===== src/rtl/div_seq32.sv =====
// Sequential restoring divider: one shared (WIDTH+1)-bit subtractor, WIDTH iterations per quotient.
// Define DIV_SIGNED_EN for two's-complement operands; the default build is unsigned.
module div_seq32 #(
  parameter int WIDTH = 32
) (
  input  logic             clock,
  input  logic             reset_n,
  input  logic             ctrl_DIV,
  input  logic [WIDTH-1:0] data_operandA,
  input  logic [WIDTH-1:0] data_operandB,
  output logic [WIDTH-1:0] data_result,
  output logic [WIDTH-1:0] data_remainder,
  output logic             data_exception,
  output logic             data_resultRDY
);

  localparam int CW = $clog2(WIDTH);

  typedef enum logic [1:0] {
    S_IDLE,
    S_RUN,
    S_DONE
  } state_t;

  state_t           r_state;
  state_t           w_next;
  logic [CW-1:0]    r_cnt;
  logic [WIDTH-1:0] r_rem;
  logic [WIDTH-1:0] r_quo;
  logic [WIDTH-1:0] r_divisor;
  logic             r_negq;
  logic             r_negr;
  logic             r_exc;

  logic             w_a_neg;
  logic             w_b_neg;
  logic [WIDTH-1:0] w_a_mag;
  logic [WIDTH-1:0] w_b_mag;
  logic             w_div0;
  logic             w_ovf;
  logic [WIDTH:0]   w_shr;
  logic [WIDTH:0]   w_d;

`ifdef DIV_SIGNED_EN
  assign w_a_neg = data_operandA[WIDTH-1];
  assign w_b_neg = data_operandB[WIDTH-1];
  assign w_a_mag = w_a_neg ? -data_operandA : data_operandA;
  assign w_b_mag = w_b_neg ? -data_operandB : data_operandB;
  assign w_ovf   = (data_operandA == {1'b1, {(WIDTH-1){1'b0}}}) && (&data_operandB);
`else
  assign w_a_neg = 1'b0;
  assign w_b_neg = 1'b0;
  assign w_a_mag = data_operandA;
  assign w_b_mag = data_operandB;
  assign w_ovf   = 1'b0;
`endif

  assign w_div0 = (data_operandB == '0);

  // Partial remainder always stays below the divisor, so WIDTH bits hold it between steps.
  assign w_shr = {r_rem, r_quo[WIDTH-1]};
  assign w_d   = w_shr - {1'b0, r_divisor};

  always_ff @(posedge clock or negedge reset_n) begin
    if (!reset_n) begin
      r_state <= S_IDLE;
    end else begin
      r_state <= w_next;
    end
  end

  always_comb begin
    w_next = r_state;
    if (ctrl_DIV) begin
      w_next = (w_div0 || w_ovf) ? S_DONE : S_RUN;
    end else begin
      case (r_state)
        S_RUN:   if (r_cnt == CW'(WIDTH-1)) w_next = S_DONE;
        S_DONE:  w_next = S_IDLE;
        default: w_next = r_state;
      endcase
    end
  end

  // Exception cases preload quotient/remainder with their final values so the
  // DONE write path is shared with normal divisions.
  always_ff @(posedge clock or negedge reset_n) begin
    if (!reset_n) begin
      r_cnt          <= '0;
      r_rem          <= '0;
      r_quo          <= '0;
      r_divisor      <= '0;
      r_negq         <= 1'b0;
      r_negr         <= 1'b0;
      r_exc          <= 1'b0;
      data_result    <= '0;
      data_remainder <= '0;
      data_exception <= 1'b0;
      data_resultRDY <= 1'b0;
    end else begin
      data_resultRDY <= 1'b0;
      if (ctrl_DIV) begin
        r_cnt     <= '0;
        r_divisor <= w_b_mag;
        if (w_div0) begin
          r_rem  <= data_operandA;
          r_quo  <= '0;
          r_negq <= 1'b0;
          r_negr <= 1'b0;
          r_exc  <= 1'b1;
        end else if (w_ovf) begin
          r_rem  <= '0;
          r_quo  <= {1'b1, {(WIDTH-1){1'b0}}};
          r_negq <= 1'b0;
          r_negr <= 1'b0;
          r_exc  <= 1'b1;
        end else begin
          r_rem  <= '0;
          r_quo  <= w_a_mag;
          r_negq <= w_a_neg ^ w_b_neg;
          r_negr <= w_a_neg;
          r_exc  <= 1'b0;
        end
      end else begin
        case (r_state)
          S_RUN: begin
            r_cnt <= r_cnt + 1'b1;
            r_rem <= w_d[WIDTH] ? w_shr[WIDTH-1:0] : w_d[WIDTH-1:0];
            r_quo <= {r_quo[WIDTH-2:0], ~w_d[WIDTH]};
          end
          S_DONE: begin
            data_result    <= r_negq ? -r_quo : r_quo;
            data_remainder <= r_negr ? -r_rem : r_rem;
            data_exception <= r_exc;
            data_resultRDY <= 1'b1;
          end
          default: ;
        endcase
      end
    end
  end

endmodule


===== config.mk =====
export PLATFORM = sky130hd
export DESIGN_NAME = div_seq32
export DESIGN_NICKNAME = d
export VERILOG_FILES = /design/src/rtl/div_seq32.sv
export SDC_FILE = /design/constraint.sdc
export NUM_CORES = 1
export LEC_CHECK = 0
export BUFFER_PORTS_ARGS = -buffer_cell sky130_fd_sc_hd__buf_2
export CAP_MARGIN = 0
export CORE_MARGIN = 2
export CORE_UTILIZATION = 45
export CTS_CLUSTER_DIAMETER = 120
export DETAILED_ROUTE_END_ITERATION = 8
export PLACE_DENSITY = 0.67
export SETUP_SLACK_MARGIN = 0.05
export SLEW_MARGIN = 15
export SYNTH_ARGS = -nofsm -noshare
export SYNTH_HDL_FRONTEND = slang
export SYNTH_SLANG_ARGS = --single-unit

===== constraint.sdc =====
create_clock -name clock -period 3.6 [get_ports clock]
set_input_delay 0 -clock clock [delete_from_list [all_inputs] [get_ports clock]]
set_output_delay 0 -clock clock [all_outputs]
set_load 0.02 [all_outputs]

== Word-level counts from Yosys, hierarchy flattened ==
Index checks and enable logic that the tools add are counted.
Storage, ports and cells
  bits in writable memories: 0
  bits of input ports: 67
  output and inout bits: 66
  memories kept: 0
  word-level logic and storage cells: 39
  memory bits (read-only): 0
  register bits: 170
  latch bits: 0
Operators by class
  magnitude comparators: 0
  equality and inequality tests: 4
  divide/modulo/power cells: 0
  bitwise gates (word level): 2
  multiplexer cells: 16
  add/subtract/negate cells: 2
  shift-type cells: 0
  multiply operators: 0
  reduce and logical (&&, ||, !) cells: 5
Operator list (number)
  32-bit two-way mux: 7
  33-bit by 32-bit subtractor with 33-bit output: 1
  32-bit logical NOT: 1
  5-bit two-way mux: 2
  2-bit two-way mux: 3
  5-bit by 1-bit adder with 5-bit output (second input constant): 1
  5-bit == test (second input constant): 1
  2-bit case mux with 2 select lines: 1
  2-bit AND reduction: 2
  1-bit two-way mux: 3
  3-bit != test (second input constant): 1
  3-bit nonzero test: 1
  2-bit by 1-bit == test with 1-bit output (second input constant): 1
  2-bit == test (second input constant): 1
  1-bit NOT: 2
  2-bit nonzero test: 1

== Longest topological paths before layout ==
Gate-level depths: netlist of the first run.
  depth in word-level cells: 4
  gate-level depth with buffers: 13
  depth with buffers taken out: 11

== Least setup slack after synthesis of the first run ==
No wires, ideal clock.
  kind: register to register
  start: register r_quo[31]
  end: register r_rem[5]
  setup slack: 888 ps
  data required time: 3478 ps
  period minus slack after synthesis: 2712 ps
  setup time: 122 ps
  buffers on the path: 1
  stages on the path, launching flop included: 13
  arrival time: 2591 ps
  cells stage by stage: dfrtp_1 > inv_1 > ha_1 > fa_1 > nand2b_1 > a21oi_2 > o311a_4 > o211ai_2 > a21oi_2 > nor2_2 > buf_6 > or3_1 > a32o_1
On the way
  longest elaborated chain between the ends: 4
RTL lines
  start: declaration: line 29  | logic [WIDTH-1:0] r_quo;
  start signal: assignment: line 113  | r_quo <= {1'b1, {(WIDTH-1){1'b0}}};
  start signal: assignment: line 119  | r_quo <= w_a_mag;
  start signal: assignment: line 129  | r_quo <= {r_quo[WIDTH-2:0], ~w_d[WIDTH]};
  33-bit by 32-bit subtractor with 33-bit output: line 62  | assign w_d = w_shr - {1'b0, r_divisor};
  32-bit two-way mux: line 128  | r_rem <= w_d[WIDTH] ? w_shr[WIDTH-1:0] : w_d[WIDTH-1:0];
  32-bit two-way mux: line 125  | case (r_state)
  32-bit two-way mux: line 102  | if (ctrl_DIV) begin
  end signal: assignment: line 106  | r_rem <= data_operandA;
  end signal: assignment: line 128
  end: declaration: line 28  | logic [WIDTH-1:0] r_rem;
No other way between the ends. The select of a mux whose other input is x is not followed.
A chain may end at the register's enable or synchronous reset.

== Worst setup path in the final report of the first run ==
  start: register r_quo[31]
  end: register r_rem[17]
The elaborated chain is that of the path after synthesis.

==> results by group, run 1 <==
Clocking
  – Cts repair resizes: 0
  – Clock-pin slew on the worst setup and hold paths: ~70 ps
  – Worst skew pair latency: 440 ps
  – CTS Buffer Depth: 2
  – Hold Buf Count CTS: 65
  – H-tree Lvls: 4
  – Root Driver: clkbuf_16
  – Clk sinks: between 150 and 200
  – TritonCTS Buffers: 17
  – Post CTS Setup Buffer Count: 0
  – CTS tree: yes

Global route
  – Gr ovfl total: 0
  – First-pass GRT wire length: about 43 mm
  – Largest net degree at the start of global routing: between 90 and 100
  – Initial antenna violation count: 0
  – Vias in the first global route: 7,773
  – Total GRT Usage: between 20% and 30%

Drt
  – Met1 wire length: 12.76 mm
  – Vias per cell: 5.724
  – Vias after detailed routing: 8,168
  – WL/cell: 19.54 um
  – Max layer used: met4
  – Final wirelength: 27.89 mm
  – Post-route antenna net violation count: 0
  – Residual DRC: 0
  – Met3 WL: ~1.8 mm
  – DR WL met2: 12.53 mm
  – Violation count after the first detailed-route iteration: 787
  – TritonRoute pass-1 iters: 6

Logic synthesis
  – Synth warn: 0
  – Syn Area/Cell: 9.746 sq um
  – Post-Syn Area: around 9400 sq um
  – Mapped Nets: 1,070
  – Sequential area share after synthesis: 45.09%
  – Cells after synthesis: 968
  – Ys async rst share: 100.0%
  – Yosys reg bits: 170
  – Unique masters post-synth: 69
  – EDFF count, synth: 0
  – Top_reg_cell synth: dfrtp_1

Hold path
  – Hold Path Class: primary input to register

Cells and area
  – Final Core Density: 56.94%
  – Share of layout cells above drive strength 1: 23.16%
  – Area grow syn2layout: 23.30%
  – ANT cells: 0
  – Commonest non-fill, non-tap cell in the layout: dfrtp_1
  – Most frequent cells in the layout: 170 x dfrtp_1, 130 x buf_2, 125 x nand2_1
  – Fillcell total: 1,822
  – Nets: 1,246
  – Final Instance Count excl. Fillers: 1,427

STA
  – Hold_ws: 64.03 ps
  – Final worst path period share: between 90% and 100%
  – Slew Viols, Final: 0
  – Setup_tns: 0 ps
  – Worst rel slew slack: 36.57%
  – Worst-Margin Slew: 927.4 ps
  – Setup Viol. Count Final: 0
  – Skew final: 8.793 ps
  – Final hold violation count: 0
  – RSZ-0062 raised after global routing: false
  – Max frequency: roughly 300 MHz
  – Final Critical Period: 3241 ps

Placed design
  – Final GP Congestion: 0.9612
  – Detailed placer's ending HPWL: 20.04 mm
  – Placed Instances: 1,330
  – Port Buf Inserts: 132

Die
  – Die width: 148.8 um
  – Ports: around 130
  – Die height: ~150 um
  – Initial Util: 46.18%
  – Die ar.: 22,140 sq um
  – Core Region: between 20,000 and 25,000 sq um
  – # rows: 52

Critical path
  – CP Capture Type: register
  – Worst EP required: 3910 ps
  – Worst path slowest cell: nor2_2
  – Crit-path max cell delay: between 400 and 500 ps
  – Critical path arrival: 3550 ps
  – CP Max Fanout: 19
  – CP startpoint kind: register
  – Worst Path Class, Setup: register to register
  – Critical-path cell list: inv_1 > ha_1 > fa_1 > nand2b_1 > a21oi_2 > o311a_4 > o211a_1 > nor3_4 > nor2_2 > buf_12 > mux2i_1 > a22oi_1

Pwr
  – Power Total: 7.019 mW
  – Leakage power: 5.741 nW
  – Power per cell area: around 600 nW/um^2
  – Peak VDD IR: 0.3239 mV

Flow run
  – Max-cap violations: 0

Outcome
  – Status: finished clean
## where the power goes
group	internal, mW	switching, mW
logic	1.11	1.65
clock network	0.944	0.934
registers	2.11	0.273
total	4.16	2.86
## cell families (layout without fill, tap and decap cells)
group	Yosys count	after routing	synth area share (%)
AO/OA/AOI/OAI	275	275	18.63
AND/OR/NAND/NOR	254	254	12.47
flip-flops	170	170	45.09
multiplexers	106	106	12.12
buffers and inverters	99	288	4.270
adder cells (fa/ha/maj)	35	35	4.722
XOR/XNOR	29	29	2.692
## stage by stage
step,instance area [sq um],setup WS (ps)
final,11630,358.6
after global routing,11630,167.8
after CTS,11630,396.8
after detailed placement,10380,445.8
after global placement,10380,517.0
after floorplan,9434,887.9
## critical path: cells and delay by family (launching register included)
kind,cells,cell delay [ps]
AO/OA/AOI/OAI,4,820
AND/OR/NAND/NOR,3,720
adder cells (fa/ha/maj),2,620
flip-flops,1,390
buffers and inverters,2,320
multiplexers,1,230
## flip-flops by register name, summed over array words and instances (netlist names)
name and cells:
r_cnt 5, r_rem 32, data_resultRDY 1, r_exc 1, r_state 2, data_remainder 32, data_exception 1, r_quo 32
data_result 32, r_divisor 32
## final timing paths
kind | cells after the start | start | slack [ps] | endpoint
max | 12 | r_quo[31]$_DFFE_PN0P_ | 360 | r_rem[17]$_DFFE_PN0P_
min | 2 | ctrl_DIV | 60 | r_cnt[2]$_DFFE_PN0P_
max reg2reg | 12 | r_quo[31]$_DFFE_PN0P_ | 360 | r_rem[17]$_DFFE_PN0P_
min reg2reg | 1 | r_exc$_DFFE_PN0P_ | 480 | r_exc$_DFFE_PN0P_
max in group asynchronous | 3 | reset_n | 2510 | r_quo[20]$_DFFE_PN0P_
min in group asynchronous | 2 | reset_n | 200 | r_cnt[0]$_DFFE_PN0P_
## routing by layer
| layer | track usage, % | up-vias |
|---|---|---|
| li1 | - | 3858 |
| met1 | 36.90 | 3970 |
| met2 | 39.10 | 295 |
| met3 | 3.761 | 45 |
| met4 | 9.810 | 0 |
| met5 | 0 | - |
## cell type report
| type | count | area, sq um | area share, % |
|---|---|---|---|
| Clock buffer | 17 | 425.4 | 3.657 |
| Tap cell | 270 | 337.8 | 2.904 |
| Multi-Input combinational cell | 699 | 4797 | 41.24 |
| Clock inverter | 15 | 178.9 | 1.538 |
| Inverter | 43 | 161.4 | 1.388 |
| Sequential cell | 170 | 4254 | 36.57 |
| Timing Repair Buffer | 213 | 1478 | 12.70 |
## cells in the mapped netlist, types with 4 or more instances
master       n  area, sq um
mux2i_1     40        400.4
nor4_1      10        62.56
a22oi_1      6        45.04
mux2_2      66        743.2
a31oi_1     16        100.1
a21oi_1     53        265.3
inv_1       43        161.4
nor3_1      12        60.06
xor2_1      12        105.1
nand3_1     13        65.06
a21boi_0     5        37.54
o22ai_1     31        193.9
buf_1       12        45.04
nor2_1      48        180.2
nand2_1    125        469.2
nand4_1      8        50.05
a32oi_1      4        35.03
nand2b_1    11        68.82
o211a_1      5        50.05
o21ai_0     84        420.4
o31ai_1      7        52.55
ha_1        34        425.4
dfrtp_1    170         4254
clkbuf_1    36        135.1
buf_2        4        20.02
o211ai_1     7        52.55
a221oi_1     5        43.79
a21o_1      11        82.58
a2bb2oi_1    4        35.03
xnor2_1     17        148.9
Power figures use the tool's default switching activity.
==> run 2, diff against run 1 <==
--- a/config.mk
+++ b/config.mk
@@ -5,6 +5,7 @@
 export SDC_FILE = /design/constraint.sdc
 export NUM_CORES = 1
 export LEC_CHECK = 0
+export ABC_AREA = 1
 export BUFFER_PORTS_ARGS = -buffer_cell sky130_fd_sc_hd__buf_2
 export CAP_MARGIN = 0
 export CORE_MARGIN = 2
==> run 2 against run 1 <==
Net effect: routed wire length up 7.6%; synthesized cell count up 56%; sequential cell count unchanged; global-route usage down 0.82 points; critical path type unchanged; utilization down 2.4 points; largest cell class unchanged; critical path depth up 6; count of clock-buffer cells in the layout unchanged; worst setup slack better by 630 ps; hold slack better by 120 ps; non-clock buffer count down 6; register-to-register slack better by 630 ps; first-iteration DRC count down 12%; critical endpoint is now r_rem[31]$_DFFE_PN0P_.
==> results by group, run 2 <==
STA
  – Worst rel slew slack: 33.81%
  – Skew final: 11.30 ps
  – Final worst path period share: between 70% and 80%
  – PnR worst setup slack: 986.4 ps
  – Max frequency: 382.6 MHz
  – Worst-Margin Slew: a little under 1000 ps
  – RSZ-0062 raised after global routing: false
  – Final hold violation count: 0
  – Setup_tns: 0 ps
  – Setup Viol. Count Final: 0
  – Slew Viols, Final: 0
  – Hold_ws: 185.5 ps
  – Final Critical Period: 2614 ps

Cells and area
  – Commonest non-fill, non-tap cell in the layout: nand2_1
  – Final Instance Count excl. Fillers: 2,012
  – Fillcell total: 2,322
  – Design Area, Final: 12,700 sq um
  – Nets: 1,781
  – Area grow syn2layout: 20.36%
  – Share of layout cells above drive strength 1: 15.72%
  – Final Core Density: ~55%
  – Most frequent cells in the layout: 535 x nand2_1, 230 x inv_1, 170 x dfrtp_1

Logic synthesis
  – Synth warn: 0
  – Post-Synth Simple-Gate Area: 33.03%
  – Ys async rst share: 100.0%
  – Yosys reg bits: 170
  – Mux contribution to synthesized area: 0%
  – Synth top area cells: dfrtp_1 40%, nand2_1 19%, inv_1 8.2%, o21ai_0 4.3%, ha_1 4.0%
  – Post-Syn Area: 10,550 sq um
  – Leading area contributor after synthesis: dfrtp_1
  – Sequential area share after synthesis: 40.32%
  – Cells after synthesis: 1,509
  – Post-synthesis compound-gate area fraction: around a tenth
  – Syn Area/Cell: 6.991 sq um
  – Synth top area share: between 40% and 50%
  – Mapped Nets: 1,611
  – Post-Synth Adder-Cell Area: 4.222%
  – EDFF count, synth: 0
  – Synth Area in XOR/XNOR: 1.245%
  – Most frequent cell after synthesis: nand2_1
  – Unique masters post-synth: 39
  – Top_reg_cell synth: dfrtp_1
  – Main combinational cell family by area after synthesis: simple AND/OR/NAND/NOR gates
  – Top post-synthesis cells by count: 536 x nand2_1, 231 x inv_1, 170 x dfrtp_1

Critical path
  – FF-to-FF Start: r_quo[31]$_DFFE_PN0P_
  – Buf+Inv Stages, Crit Path: 2
  – Crit-path max cell delay: 400 ps
  – Worst Path Class, Setup: register to register
  – FF-to-FF End: r_rem[31]$_DFFE_PN0P_
  – Worst path slowest cell: fa_1
  – R2R depth: 18
  – Critical path arrival: 2980 ps
  – Most used cell, CP: nand2_4
  – Critical-path cell list: inv_1 > ha_1 > fa_1 > inv_1 > nand2_1 > nand2_1 > nand3_2 > nand2_4 > nand2_4 > nand2_4 > nand2_4 > nand2_4 > nand2_4 > nand2_8 > nand2_2 > nand2_1 > nand2_1 > a21oi_1
  – CP Capture Type: register
  – R2R Setup Slk: just under 1000 ps
  – CP startpoint kind: register
  – CP Max Fanout: 33
  – Worst EP required: 3970 ps
  – Critical Path Start: r_quo[31]$_DFFE_PN0P_
  – Delay-heaviest family, CP: simple AND/OR/NAND/NOR gates

Die
  – Ports: roughly 130
  – Die width: around 160 um
  – Die height: 157.1 um
  – # rows: 56
  – Core Region: around 23,000 sq um
  – Initial Util: 45.35%
  – Die ar.: 24,690 sq um

Clocking
  – CTS Buffer Depth: 2
  – Post CTS Setup Buffer Count: 0
  – Hold Buf Count CTS: 65
  – Root Driver: clkbuf_16
  – Clock-pin slew on the worst setup and hold paths: about 80 ps
  – CTS tree: yes
  – Worst skew pair latency: 440 ps
  – TritonCTS Buffers: 17
  – Clk sinks: 170
  – Cts repair resizes: 0
  – H-tree Lvls: 4

Drt
  – WL/cell: 14.91 um
  – TritonRoute pass-1 iters: 5
  – Violation count after the first detailed-route iteration: 696
  – Residual DRC: 0
  – Vias per cell: 4.964
  – Vias after detailed routing: 9,988
  – Final wirelength: between 30 and 40 mm
  – Post-route antenna net violation count: 0

Placed design
  – Cell Area, Placed: roughly 11,000 sq um
  – Placed Instances: 1,914
  – Detailed placer's ending HPWL: 22.46 mm
  – Final GP Congestion: 0.9499
  – DP Worst Slack: 1004 ps
  – Port Buf Inserts: approximately 130

Hold path
  – HP Start: ctrl_DIV
  – Hold Path End: r_divisor[29]$_DFFE_PN0P_
  – Hold Path Class: primary input to register
  – WHS Path Cells: 3

Pwr
  – Leakage power: 7.092 nW
  – Internal Power: 5.109 mW
  – Peak VDD IR: 0.3794 mV
  – Power Total: 9.987 mW
  – Power per cell area: approximately 800 nW/um^2
  – Sw Pwr: 4.878 mW
  – Logic pwr share: ~53%
  – Register share of total power: 28.4%
  – Sw frac: 48.84%
  – Clock power share: approximately a fifth

Global route
  – Gr ovfl total: 0
  – Total GRT Usage: 24.75%
  – Vias in the first global route: 9,439
  – First-pass GRT wire length: 47.71 mm
  – Largest net degree at the start of global routing: 105
  – Initial antenna violation count: 1

Outcome
  – Status: finished clean

Flow run
  – Max-cap violations: 0
## run 2: cell types whose count changed after synthesis, sizes merged, moves of 10 or more
cell / delta
nor3: -10
inv: +201
nand3: +85
nor2: +69
nand2: +436
a31oi: -15
mux2: -66
nand2b: -11
xnor2: -17
o22ai: -30
mux2i: -40
a21oi: +28
## run 2: how the worst max path moves through the flow
stage / to / cells after the start
finish: r_rem[31]$_DFFE_PN0P_ / 18
global route: r_rem[31]$_DFFE_PN0P_ / 18
CTS: r_rem[31]$_DFFE_PN0P_ / 18
detailed placement: r_rem[31]$_DFFE_PN0P_ / 18
global placement: r_rem[25]$_DFFE_PN0P_ / 18
floorplan: r_rem[2]$_DFFE_PN0P_ / 18
## run 2: power by group through the flow
| stage | Sequential (mW) | Combinational [mW] | Clock, mW |
|---|---|---|---|
| 6_report | 2.84 | 5.27 | 1.88 |
| 5_1_grt | 2.89 | 5.91 | 1.98 |
| 4_1_cts | 2.84 | 5.27 | 1.91 |
| 3_5_place_dp | 2.87 | 5.18 | 0 |
| 3_3_place_gp | 2.86 | 5.13 | 0 |
| 2_1_floorplan | 3.04 | 3.68 | 0 |
## run 2: worst reg2reg max path, cell delays in order (launching register included)
cell     delay (ps)
dfrtp_1         350
inv_1            70
ha_1            220
fa_1            400
inv_1           110
nand2_1          60
nand2_1         100
nand3_2          90
nand2_4         100
nand2_4          50
nand2_4          80
nand2_4          80
nand2_4          80
nand2_4          70
nand2_8         250
nand2_2         160
nand2_1          90
nand2_1          60
a21oi_1         120
## run 2: cells by family (layout without fill, tap and decap cells)
group / count (synthesis) / in the layout
buffers and inverters: 300 / 483
other: 0 / 1
adders and majority gates: 35 / 35
and+or+nand+nor: 804 / 804
xor gates and xnor gates: 15 / 15
DFF: 170 / 170
AOI/OAI and AO/OA: 185 / 185
## run 2: area by class of cell
type                       count  area [sq um]  share of cell area, %
clock buffer                  17         425.4                  3.350
antenna                        1         2.502                0.01971
tap                          319         399.1                  3.143
timing repair buffer         207          1405                  11.07
inverter                     244         915.9                  7.213
multi-input combinational   1039          5122                  40.34
sequential                   170          4254                  33.50
clock inverter                15         173.9                  1.370
## run 2: metal layers
layer | routed length, um | GRT usage [%]
met2 | 14170 | 41.31
met1 | 13410 | 32.59
met3 | 1365 | 3.056
met5 | 0 | 0
met4 | 1069 | 10.35
==> run 3, diff against run 2 <==
--- a/config.mk
+++ b/config.mk
@@ -5,14 +5,14 @@
 export SDC_FILE = /design/constraint.sdc
 export NUM_CORES = 1
 export LEC_CHECK = 0
-export ABC_AREA = 1
+export ABC_AREA = 0
 export BUFFER_PORTS_ARGS = -buffer_cell sky130_fd_sc_hd__buf_2
 export CAP_MARGIN = 0
 export CORE_MARGIN = 2
 export CORE_UTILIZATION = 45
 export CTS_CLUSTER_DIAMETER = 120
 export DETAILED_ROUTE_END_ITERATION = 8
-export PLACE_DENSITY = 0.67
+export PLACE_DENSITY = 0.7
 export SETUP_SLACK_MARGIN = 0.05
 export SLEW_MARGIN = 15
 export SYNTH_ARGS = -nofsm -noshare
==> constraint.sdc (replaced) <==
create_clock -name clock -period 2.24 [get_ports clock]
set_input_delay 0 -clock clock [delete_from_list [all_inputs] [get_ports clock]]
set_output_delay 0 -clock clock [all_outputs]
set_load 0.02 [all_outputs]
==> run 3 against run 2 <==
Net effect: the run now ends with negative setup slack left; hold slack worse by 130 ps; via count fell by 7.4%; utilization increased by 13 points; non-clock buffer count increased by 199; highest routed layer unchanged.
==> results by group, run 3 (synthesis results as in run 1) <==
Outcome
  – Status: finished with violations
  – Violated checks: negative setup slack

Clocking
  – Clock-pin slew on the worst setup and hold paths: roughly 80 ps
  – CTS tree: yes
  – Root Driver: clkbuf_16
  – CTS Buffer Depth: 2
  – H-tree Lvls: 4
  – TritonCTS Buffers: 17
  – Worst skew pair latency: ~440 ps
  – Clk sinks: 170

STA
  – Final Critical Period: about 2700 ps
  – Max frequency: 367.5 MHz
  – Slew Viols, Final: 0
  – Worst rel slew slack: 54.30%
  – Final hold violation count: 0
  – PnR worst setup slack: -481.4 ps
  – Worst-Margin Slew: 685.5 ps
  – Final worst path period share: 121.5%
  – RSZ-0062 raised after global routing: true
  – Setup Viol. Count Final: 33
  – Skew final: between 10 and 15 ps
  – Setup_tns: -11,980 ps

Critical path
  – CP Capture Type: register
  – Worst Path Class, Setup: register to register
  – CP Max Fanout: 7
  – Worst EP required: around 2600 ps
  – Critical path arrival: roughly 3000 ps
  – CP startpoint kind: register

Placed design
  – Cell Area, Placed: 11,800 sq um
  – Detailed placer's ending HPWL: 22.38 mm
  – Placed Instances: 1,505
  – Final GP Congestion: between 0.9 and 1
  – Port Buf Inserts: 132

Drt
  – Vias per cell: 5.707
  – Final wirelength: 32.34 mm
  – WL/cell: 19.95 um
  – TritonRoute pass-1 iters: 5
  – Violation count after the first detailed-route iteration: 956
  – Post-route antenna net violation count: 0
  – Vias after detailed routing: 9,251
  – Residual DRC: 0

Pwr
  – Logic pwr share: 52.4%
  – Sw frac: about two fifths
  – Internal Power: 8.800 mW
  – Power Total: 14.59 mW
  – Peak VDD IR: 0.6601 mV
  – Leakage power: 6.823 nW
  – Register share of total power: 25.5%
  – Power per cell area: 1049 nW/um^2
  – Clock power share: between 20% and 30%
  – Sw Pwr: 5.789 mW

Die
  – Ports: about 130
  – Initial Util: 46.18%
  – Die width: 148.8 um
  – Core Region: 20,430 sq um
  – # rows: 52
  – Die ar.: 22,140 sq um
  – Die height: roughly 150 um

Cells and area
  – Fillcell total: about 1,500
  – Final Instance Count excl. Fillers: ~1,600
  – Share of layout cells above drive strength 1: between 40% and 50%
  – Commonest non-fill, non-tap cell in the layout: buf_4
  – Area grow syn2layout: 47.40%
  – Nets: 1,440
  – Design Area, Final: 13,910 sq um
  – Most frequent cells in the layout: 186 x buf_4, 168 x dfrtp_1, 130 x buf_2
  – ANT cells: 0

Global route
  – Initial antenna violation count: 0
  – Met2 Use GR: 44.65%
  – Gr ovfl total: 0
  – Met1 GRT Util: between 40% and 50%
  – M3 GR Usage: 4.801%
  – First-pass GRT wire length: roughly 49 mm
  – Largest net degree at the start of global routing: 65
  – Total GRT Usage: 28.60%
  – Vias in the first global route: 8,919
  – GR peak layer: met2

Flow run
  – Max-cap violations: 0

Hold path
  – Hold Path Class: primary input to register
==> run 3: path summary, 6_finish.rpt <==
check,startpoint,endpoint,slack (ps),cells past startpoint
max,r_divisor[11]$_DFFE_PN0P_,r_rem[2]$_DFFE_PN0P_,-480,11
min,ctrl_DIV,data_resultRDY$_DFF_PN0_,60,3
max reg2reg,r_divisor[11]$_DFFE_PN0P_,r_rem[2]$_DFFE_PN0P_,-480,11
min reg2reg,r_exc$_DFFE_PN0P_,r_exc$_DFFE_PN0P_,490,1
max in group asynchronous,reset_n,r_rem[21]$_DFFE_PN0P_,1420,3
min in group asynchronous,reset_n,data_remainder[7]$_DFFE_PN0P_,140,2
==> run 3: through the flow <==
stage / setup slack [ps] / utilization, % / hold slack (ps)
4_1_cts: -447.6 / 66.10 / 39.26
6_report: -481.4 / 68.07 / 57.77
2_1_floorplan: -403.1 / - / -295.6
5_1_grt: -552.6 / 68.07 / 51.00
3_5_place_dp: -586.1 / 57.78 / 58.61
3_3_place_gp: -532.3 / 57.78 / 62.51
==> run 3: layer usage <==
metal / share of wire, % / up-vias
met4: 3.9 / 0
met3: 8.6 / 86
met2: 45 / 494
met5: 0 / -
met1: 43 / 4433
li1: - / 4238
==> run 3: area by class of cell <==
| type | instances | area [sq um] | area share, % |
|---|---|---|---|
| repair buffers | 406 | 3035 | 21.83 |
| clock buffers | 17 | 425.4 | 3.059 |
| multi-input cells | 700 | 5473 | 39.36 |
| clock inverters | 15 | 216.5 | 1.557 |
| flip-flops and latches | 170 | 4257 | 30.61 |
| well taps | 270 | 337.8 | 2.429 |
| inverters | 43 | 161.4 | 1.161 |
==> run 3: repair_timing <==
action	4_1_cts	5_1_grt
hold endpoints to repair	149	0
pin swaps	33	41
resized for setup	77	63
setup buffers	12	8
cloned	1	0
endpoints found under the setup margin	33	33
hold buffers	65	0
==> run 3: power groups by stage <==
| stage | logic (mW) | registers, mW | clock network, mW |
|---|---|---|---|
| final | 7.65 | 3.71 | 3.22 |
| after CTS | 6.71 | 3.67 | 3.24 |
| after floorplan | 3.34 | 3.66 | 0 |
| after global placement | 5.81 | 3.69 | 0 |
| after global routing | 8.09 | 3.74 | 3.38 |
| after detailed placement | 5.87 | 3.71 | 0 |
==> run 3: critical path, cell delays in order (launching register included) <==
cell and delay [ps]:
dfrtp_1 370, inv_1 130, ha_4 240, a21oi_1 170
o21ai_0 150, or2_4 300, o211a_4 270, nor3_4 240
nor2_4 70, buf_6 140, or3_1 310, a32o_1 240
